--- src/rtl/hc595_chain_driver_pkg.sv ---
// Shared types and helpers for the 74HC595 chain driver.
// State encoding plus counter width helper.
package hc595_pkg;

  typedef enum logic [1:0] {
    IDLE,
    SHIFT,
    LATCH,
    DONE
  } state_t;

  // Width for a counter running 0..n-1, never below 1.
  function automatic int cnt_w(input int n);
    int w;
    w = $clog2(n);
    return (w < 1) ? 1 : w;
  endfunction

endpackage

--- src/rtl/hc595_chain_driver_if.sv ---
// Request/serial bundle between control logic and the chain driver.
// master drives requests, slave is the driver itself.
interface hc595_chain_driver_if #(
  parameter int W = 16
);
  logic         en;
  logic         shift;
  logic [W-1:0] data;
  logic         sda;
  logic         sck;
  logic         rck;
  logic         busy;
  logic         done;

  modport master (
    output en, shift, data,
    input  sda, sck, rck, busy, done
  );

  modport slave (
    input  en, shift, data,
    output sda, sck, rck, busy, done
  );
endinterface

--- src/rtl/hc595_chain_driver_sck_tick_gen.sv ---
// Half-period timer for sck: pulses tick on the last of DIV cycles.
// Frozen by en, restarted by clear.
module sck_tick_gen
  import hc595_pkg::*;
#(
  parameter int DIV = 2
) (
  input  logic clk,
  input  logic rst,
  input  logic en,
  input  logic clear,
  output logic tick
);
  localparam int CW = cnt_w(DIV);
  localparam logic [CW-1:0] LAST = CW'(DIV - 1);

  logic [CW-1:0] cnt;

  assign tick = en && !clear && (cnt == LAST);

  // Count cycles within the half-period, wrap on tick.
  always_ff @(posedge clk or posedge rst) begin
    if (rst) begin
      cnt <= '0;
    end else if (en) begin
      if (clear || tick) cnt <= '0;
      else               cnt <= cnt + 1'b1;
    end
  end
endmodule

--- src/rtl/hc595_chain_driver.sv ---
// Serial driver for a cascade of NUM_CHIPS 74HC595 registers.
// Shifts a captured word out on sda/sck, then strobes rck.
module hc595_chain_driver
  import hc595_pkg::*;
#(
  parameter int NUM_CHIPS = 2,
  parameter int DIV       = 2,
  parameter int LSB_FIRST = 0
) (
  input  logic clk,
  input  logic rst,
  hc595_chain_driver_if.slave bus
);
  localparam int W  = 8 * NUM_CHIPS;
  localparam int BW = cnt_w(W);
  localparam logic [BW-1:0] LASTBIT = BW'(W - 1);

  state_t        state;
  logic [W-1:0]  sreg;
  logic [W-1:0]  sreg_nx;
  logic [BW-1:0] bit_cnt;
  logic          tick;
  logic          clear;

  // Timer idles in IDLE/DONE so every transfer starts on a fresh count.
  assign clear = (state == IDLE) || (state == DONE);

  sck_tick_gen #(
    .DIV(DIV)
  ) u_tick (
    .clk  (clk),
    .rst  (rst),
    .en   (bus.en),
    .clear(clear),
    .tick (tick)
  );

  // sda is the head flop of the shift register, so it is registered.
  generate
    if (LSB_FIRST != 0) begin : g_lsb
      assign bus.sda = sreg[0];
      assign sreg_nx = {1'b0, sreg[W-1:1]};
    end else begin : g_msb
      assign bus.sda = sreg[W-1];
      assign sreg_nx = {sreg[W-2:0], 1'b0};
    end
  endgenerate

  // Transfer sequencer: capture, shift W bits, latch, report done.
  always_ff @(posedge clk or posedge rst) begin
    if (rst) begin
      state    <= IDLE;
      sreg     <= '0;
      bit_cnt  <= '0;
      bus.sck  <= 1'b0;
      bus.rck  <= 1'b0;
      bus.busy <= 1'b0;
      bus.done <= 1'b0;
    end else if (bus.en) begin
      unique case (state)
        IDLE, DONE: begin
          bus.done <= 1'b0;
          bus.sck  <= 1'b0;
          bus.rck  <= 1'b0;
          // A request seen as DONE retires starts the next transfer.
          if (bus.shift) begin
            state    <= SHIFT;
            sreg     <= bus.data;
            bit_cnt  <= '0;
            bus.busy <= 1'b1;
          end else begin
            state    <= IDLE;
            bus.busy <= 1'b0;
          end
        end
        SHIFT: begin
          if (tick) begin
            if (!bus.sck) begin
              bus.sck <= 1'b1;
            end else begin
              bus.sck <= 1'b0;
              if (bit_cnt == LASTBIT) begin
                state   <= LATCH;
                bus.rck <= 1'b1;
              end else begin
                bit_cnt <= bit_cnt + 1'b1;
                sreg    <= sreg_nx;
              end
            end
          end
        end
        LATCH: begin
          if (tick) begin
            state    <= DONE;
            bus.rck  <= 1'b0;
            bus.done <= 1'b1;
          end
        end
      endcase
    end
  end
endmodule

--- src/flat_wrapper.sv ---
// flat-port wrapper written by rule: the top's interface ports become plain ports
module hc595_chain_driver_flat import hc595_pkg::*;
#(
  parameter int NUM_CHIPS = 2,
  parameter int DIV       = 2,
  parameter int LSB_FIRST = 0
)
  (clk, rst, bus_en, bus_shift, bus_data, bus_sda, bus_sck, bus_rck, bus_busy, bus_done);
  hc595_chain_driver_if #(.W(16)) bus_i ();
  input  logic clk;
  input  logic rst;
  input wire logic [$bits(bus_i.en)-1:0] bus_en;
  input wire logic [$bits(bus_i.shift)-1:0] bus_shift;
  input wire logic [$bits(bus_i.data)-1:0] bus_data;
  output wire logic [$bits(bus_i.sda)-1:0] bus_sda;
  output wire logic [$bits(bus_i.sck)-1:0] bus_sck;
  output wire logic [$bits(bus_i.rck)-1:0] bus_rck;
  output wire logic [$bits(bus_i.busy)-1:0] bus_busy;
  output wire logic [$bits(bus_i.done)-1:0] bus_done;
  assign bus_i.en = bus_en;
  assign bus_i.shift = bus_shift;
  assign bus_i.data = bus_data;
  assign bus_sda = bus_i.sda;
  assign bus_sck = bus_i.sck;
  assign bus_rck = bus_i.rck;
  assign bus_busy = bus_i.busy;
  assign bus_done = bus_i.done;
  hc595_chain_driver #(.NUM_CHIPS(NUM_CHIPS), .DIV(DIV), .LSB_FIRST(LSB_FIRST)) u_core (.clk(clk), .rst(rst), .bus(bus_i));
endmodule
--- config.mk ---
export PLATFORM = sky130hd
export DESIGN_NAME = hc595_chain_driver_flat
export DESIGN_NICKNAME = d
export VERILOG_FILES = /design/src/rtl/hc595_chain_driver_pkg.sv /design/src/rtl/hc595_chain_driver_if.sv /design/src/rtl/hc595_chain_driver_sck_tick_gen.sv /design/src/rtl/hc595_chain_driver.sv /design/src/flat_wrapper.sv
export SDC_FILE = /design/constraint.sdc
export NUM_CORES = 1
export LEC_CHECK = 0
export ABC_CLOCK_PERIOD_IN_PS = 5600
export CORE_MARGIN = 10
export CORE_UTILIZATION = 35
export DETAILED_ROUTE_END_ITERATION = 16
export HOLD_SLACK_MARGIN = 0.06
export SYNTH_ARGS = -nofsm -noshare
export SYNTH_HDL_FRONTEND = slang
export SYNTH_HIERARCHICAL = 1
export SYNTH_SLANG_ARGS = --single-unit
export TNS_END_PERCENT = 50
--- constraint.sdc ---
create_clock -name clk -period 5.6 [get_ports clk]
set_clock_uncertainty 0.15 [all_clocks]
set_input_delay 0.84 -clock clk [delete_from_list [all_inputs] [get_ports clk]]
set_output_delay 0.84 -clock clk [all_outputs]
set_load 0.01 [all_outputs]
==> summary.md, run 1 <==
| Metric | Value |
|---|---|
| Post-synthesis average cell area | `10.76 sq um` |
| R2R Path Start | `u_core/state[0]` |
| Number of synthesized flops with an enable pin | `0` |
| Wire length per cell | `16.63 um` |
| Total power | `859.5 uW` |
| Fraction of registers with async set or reset after synthesis | `1.000` |
| Leading area contributor after synthesis | `dfrtp_1` |
| Initial Utilization | `0.3633` |
| Top cells by area, synth | `dfrtp_1 42%, o221a_1 4.9%, o2bb2ai_1 4.9%` |
| IO buf count | `24` |
| Global Route Usage Sum | `0.1011` |
| Largest net degree at the start of global routing | `37` |
| P per Cell Area | `454.9 mW/mm^2` |
| Outcome | `complete, no violations` |
| Global-route wire length before repair | `6389 um` |
| H-tree levels | `1` |
| Multi-input logic area | `818.3 sq um` |
| Clock sinks | `27` |
| Total congestion overflow | `0` |
| Crit share post-route | `0.5276` |
| CTS tree | `built` |
| Fin nets | `192` |
| Top cells by count, synth | `27 x dfrtp_1, 10 x nor2_1, 10 x nor2b_1` |
| Post-CTS Setup Bufs | `0` |
| IR drop worst, VDD | `0.1874 mV` |
| Core area | `0.004384 sq mm` |
| Syn nets | `171` |
| Launching element type of the critical path | `input port` |
| Least-Margin Pin Slew | `0.9968 ns` |
| Gate Count Post-Synth | `148` |
| CP required | `5.61 ns` |
| Largest stage delay, worst path | `0.80 ns` |
| Count leader, synth | `dfrtp_1` |
| P_leak | `0.0007527 uW` |
| Die height | `87.46 um` |
| CP Data Arrival Time | `2.97 ns` |
| Ys Warns | `6` |
| Die Wd | `87.46 um` |
| WS Path Type | `input port to register` |
| Fmax | `338.4 MHz` |
| Top_reg_cell synth | `dfrtp_1` |
| Clk buf depth | `2` |
| Skew-Pair Late Insertion Delay | `0.27 ns` |
| Clk pin slew, worst setup/hold paths | `0.10 ns` |
| Dpl ws | `2.390 ns` |
| Final Max Slew Viols | `0` |
| N_diodes | `0` |
| Fin Setup TNS | `0 ns` |
| DRT iter0 DRCs | `50` |
| Register area share after synthesis | `0.4242` |
| Vias in the first global route | `1,227` |
| CTS-repair resized insts | `0` |
| Headroom to the max-slew limit | `0.3347` |
| CTS root buf | `clkbuf_8` |
| Vias | `1,229` |
| Crit-path slowest cell | `clkdlybuf4s50_1` |
| Fill cells | `413` |
| Min-Delay Startpoint | `u_core/sreg[4]` |
| Unrepaired setup endpoints after global routing | `false` |
| Share of cells above drive strength 1 | `0.09524` |
| Cells along the critical path | `clkdlybuf4s50_1 -> nand2b_1 -> nor2_1 -> and3_1 -> nand4_4 -> o221a_1` |
| Final number of hold-violating endpoints | `0` |
| Num rows | `24` |
| Num ports | `25` |
| Antenna viol nets, final | `0` |
| CTS buffer count | `3` |
| Final WS setup | `2.645 ns` |
| Total area of sequential cells | `675.6 sq um` |
| RePlAce Congestion | `0.7817` |
| Area Growth Syn to Fin | `18.62%` |
| Die ar. | `0.007649 sq mm` |
| 1st-pass router iterations | `5` |
| Critical Path Source | `bus_en` |
| Largest fanout on the critical path | `18` |
| Synth top area share | `0.4242` |
| Synth Register Bits | `27` |
| MaxCap Viol Count | `0` |
| DR DRC count | `0` |
| Hold buffers post-CTS | `0` |
| Worst hold path type | `register to register` |
| Via/cell ratio | `5.586` |
| Setup crit end kind | `register` |
| Total Wirelength | `3658 um` |
| Final Setup Violations | `0` |
| Post-synthesis cell type count | `40` |
| HPWL after DPL | `2587 um` |
| Min Clock Period, post-route | `2.955 ns` |
| Synth Cell Area | `0.001593 sq mm` |
| Initial antenna violation count | `0` |
[logic make-up (layout without fill, tap and decap cells)]
family,Yosys count,count (layout),synth area share
compound gates,50,50,0.2561
simple gates,45,45,0.2019
flops,27,27,0.4242
buf+inv,18,38,0.06206
mux,5,5,0.03221
fa+ha+maj,3,3,0.02357
[per-layer routing]
metal / part of all wire / wire length (um) / up-vias / global-route usage
met2: 0.47 / 1720 / 21 / 0.1634
met1: 0.49 / 1779 / 597 / 0.1314
met5: 0 / 0 / - / 0
met3: 0.034 / 123 / 4 / 0.02341
li1: - / - / 607 / -
met4: 0.0093 / 34 / 0 / 0.02609
[cell type report]
type / count / area share
Clock buffer: 3 / 0.02185
Clock inverter: 1 / 0.003974
Inverter: 9 / 0.01788
Multi-Input combinational cell: 103 / 0.4331
Sequential cell: 27 / 0.3576
Tap cell: 52 / 0.03444
Timing Repair Buffer: 25 / 0.1311
[sequential cells by signal, summed over array words and instances, names as in the netlist]
name	count
u_core/sreg	16
u_core/bit_cnt	4
u_core/state	2
u_core/bus.busy	1
u_core/bus.done	1
u_core/bus.rck	1
u_core/bus.sck	1
u_core/u_tick/cnt	1
[through the flow]
stage,hold slack [ns],cell area [sq um],std cells,util
after floorplan,0.3007,1593,148,-
after global placement,0.3121,1841,216,0.4198
after detailed placement,0.3257,1841,216,0.4198
after CTS,0.3514,1889,220,0.4309
after global routing,0.3682,1889,220,0.4309
final,0.3458,1889,220,0.4309
[critical path, delay by kind of cell]
family | cells | cell delay (ns)
buf+inv | 1 | 0.80
simple gates | 4 | 1.01
compound gates | 1 | 0.30
[cells in the final DEF (no fill, tap or decap), types with 2 or more instances in the layout]
master / count
ha_1: 3
inv_1: 9
clkdlybuf4s50_1: 24
nand3_2: 2
o221a_1: 7
o22a_1: 2
nor2_1: 10
o2bb2ai_1: 9
a41oi_1: 3
clkbuf_8: 3
a21oi_1: 2
nand2b_1: 3
o21ai_0: 9
nand2_1: 3
mux2i_1: 4
dfrtp_1: 27
nand4_4: 2
a31oi_1: 8
nand3_1: 2
nor4bb_1: 6
nor2b_1: 10
[report_power, final]
part / switching (uW) / leakage, uW / internal [uW]
sequential: 49.6 / 0.000341 / 271
combinational: 229 / 0.000390 / 197
clock: 62.5 / 0.0000217 / 50.4
total: 341 / 0.000753 / 518
[final timing paths]
check | slack [ns] | end | depth (start not counted)
worst max register to register | 2.98 | u_core/sreg[12] | 7
worst min-delay path | 0.35 | u_core/sreg[4] | 1
worst min register to register | 0.35 | u_core/sreg[4] | 1
min in group asynchronous | 0.57 | u_core/u_tick/cnt | 2
max in group asynchronous | 3.72 | u_core/sreg[11] | 2
worst max-delay path | 2.65 | u_core/sreg[12] | 6
Note: power is estimated with default switching activity, not from simulation.
==> run 2, diff against run 1 <==
- ABC_CLOCK_PERIOD_IN_PS: 5600 -> 2440
- clock period: 5.6 -> 2.44 ns (I/O delays scaled with it)
==> summary.md, run 2 (synthesis gave the netlist of run 1 again) <==
| Metric | Value |
|---|---|
| Outcome | `complete, no violations` |
| Die height | `87.46 um` |
| Global-route wire length before repair | `6775 um` |
| Die Wd | `87.46 um` |
| Vias | `1,268` |
| Fin nets | `198` |
| Worst r2r dst | `u_core/bit_cnt[3]` |
| Final core utilization | `0.4406` |
| Vias in the first global route | `1,363` |
| Clock sinks | `27` |
| CTS buffer count | `3` |
| Placed cell area | `0.001886 sq mm` |
| HPWL after DPL | `2831 um` |
| CP Data Arrival Time | `2.10 ns` |
| Dpl ws | `0.3008 ns` |
| Total Wirelength | `3839 um` |
| Area Growth Syn to Fin | `21.29%` |
| R2R Path Start | `u_core/state[0]` |
| Antenna viol nets, final | `0` |
| Final number of hold-violating endpoints | `0` |
| 1st-pass router iterations | `4` |
| Die ar. | `0.007649 sq mm` |
| Fin Setup TNS | `0 ns` |
| Headroom to the max-slew limit | `0.7541` |
| CTS tree | `built` |
| P per Cell Area | `1051 mW/mm^2` |
| Least-Margin Pin Slew | `0.3689 ns` |
| N_diodes | `0` |
| Hold buffers post-CTS | `0` |
| Clk buf depth | `2` |
| DRT iter0 DRCs | `74` |
| Largest stage delay, worst path | `0.36 ns` |
| IR drop worst, VDD | `0.3514 mV` |
| Final Max Slew Viols | `0` |
| Setup crit end kind | `register` |
| WS Path Type | `register to register` |
| Worst R2R Setup Slack | `0.37 ns` |
| Via/cell ratio | `5.611` |
| IO buf count | `24` |
| Share of cells above drive strength 1 | `0.1264` |
| Largest fanout on the critical path | `9` |
| Critical Path Source | `u_core/state[0]` |
| Wire length per cell | `16.99 um` |
| Most frequent cells in the layout | `27 x dfrtp_1, 24 x clkdlybuf4s50_1, 10 x nor2b_1, 10 x nor2_1` |
| Post-CTS Setup Bufs | `0` |
| DR DRC count | `0` |
| Final WS setup | `0.3659 ns` |
| Fmax | `482.1 MHz` |
| CTS root buf | `clkbuf_8` |
| Worst hold path type | `input port to asynchronous set/reset pin` |
| Final Setup Violations | `0` |
| RePlAce Congestion | `0.7713` |
| Num rows | `24` |
| Core area | `0.004384 sq mm` |
| Largest register FFs | `16` |
| Skew-Pair Late Insertion Delay | `0.28 ns` |
| CP required | `2.47 ns` |
| Global Route Usage Sum | `0.1082` |
| P_leak | `0.0007862 uW` |
| Clk pin slew, worst setup/hold paths | `0.09 ns` |
| Design Area, Final | `0.001932 sq mm` |
| Cells along the critical path | `inv_1 -> ha_1 -> nand2b_1 -> nor2_1 -> buf_4 -> a21bo_2 -> nand3_2 -> o22a_1` |
| MaxCap Viol Count | `0` |
| Total power | `2031 uW` |
| Unrepaired setup endpoints after global routing | `false` |
| Most flop-heavy register | `u_core/sreg` |
| Min Clock Period, post-route | `2.074 ns` |
| Launching element type of the critical path | `register` |
| Total congestion overflow | `0` |
| Worst r2r path cells | `8` |
| CTS-repair resized insts | `0` |
| Num ports | `25` |
| H-tree levels | `1` |
| Largest net degree at the start of global routing | `27` |
| Top flop regs | `u_core/sreg x16, u_core/bit_cnt x4, u_core/state x2` |
| Most common cell after layout, fill and taps aside | `dfrtp_1` |
| Crit-path slowest cell | `dfrtp_1` |
| Crit share post-route | `0.8500` |
| Initial antenna violation count | `0` |
| Initial Utilization | `0.3633` |
## run 2: cell types whose count changed in the layout (fill, tap and decap cells not counted), sizes merged
| cell | delta |
|---|---|
| buf | +6 |
| clkinvlp | -1 |
| clkinv | +1 |
## run 2: final cells by class
type                       count  area, sq um
clock buffer                   3        41.29
fill                         414         2452
tap                           52        65.06
timing repair buffer          31        292.8
sequential                    27        675.6
inverter                       9        33.78
clock inverter                 1        5.005
multi-input combinational    103        818.3
## run 2: how the worst max path moves through the flow
stage | end | cells after the start
floorplan | u_core/sreg[10] | 7
detailed placement | u_core/bit_cnt[3] | 7
finish | u_core/bit_cnt[3] | 8
global placement | u_core/sreg[14] | 5
global route | u_core/bit_cnt[3] | 8
CTS | u_core/bit_cnt[3] | 8
## run 2: routing by layer
metal	wire, um	part of all wire	GRT usage	vias to the layer above
met4	65	0.017	0.04058	0
li1	-	-	-	614
met3	195	0.051	0.02809	7
met2	1881	0.49	0.1779	23
met5	0	0	0	-
met1	1698	0.44	0.1315	624
## run 2: through the flow
step	cells	hold slack, ns
global placement	222	0.3141
global route	226	0.1008
CTS	226	0.08115
finish	226	0.08504
detailed placement	222	0.3216
floorplan	148	-0.05529
## run 2: where the power goes
group / internal (uW) / switching [uW] / total [uW]
combinational: 489 / 542 / 1030
sequential: 621 / 118 / 739
clock: 115 / 146 / 260
## run 2: worst max-delay path, delay by kind of cell, from the launching register on
family          cells  cell delay [ns]
compound gates      2             0.46
fa+ha+maj           1             0.31
buf+inv             2             0.22
flops               1             0.36
simple gates        3             0.47
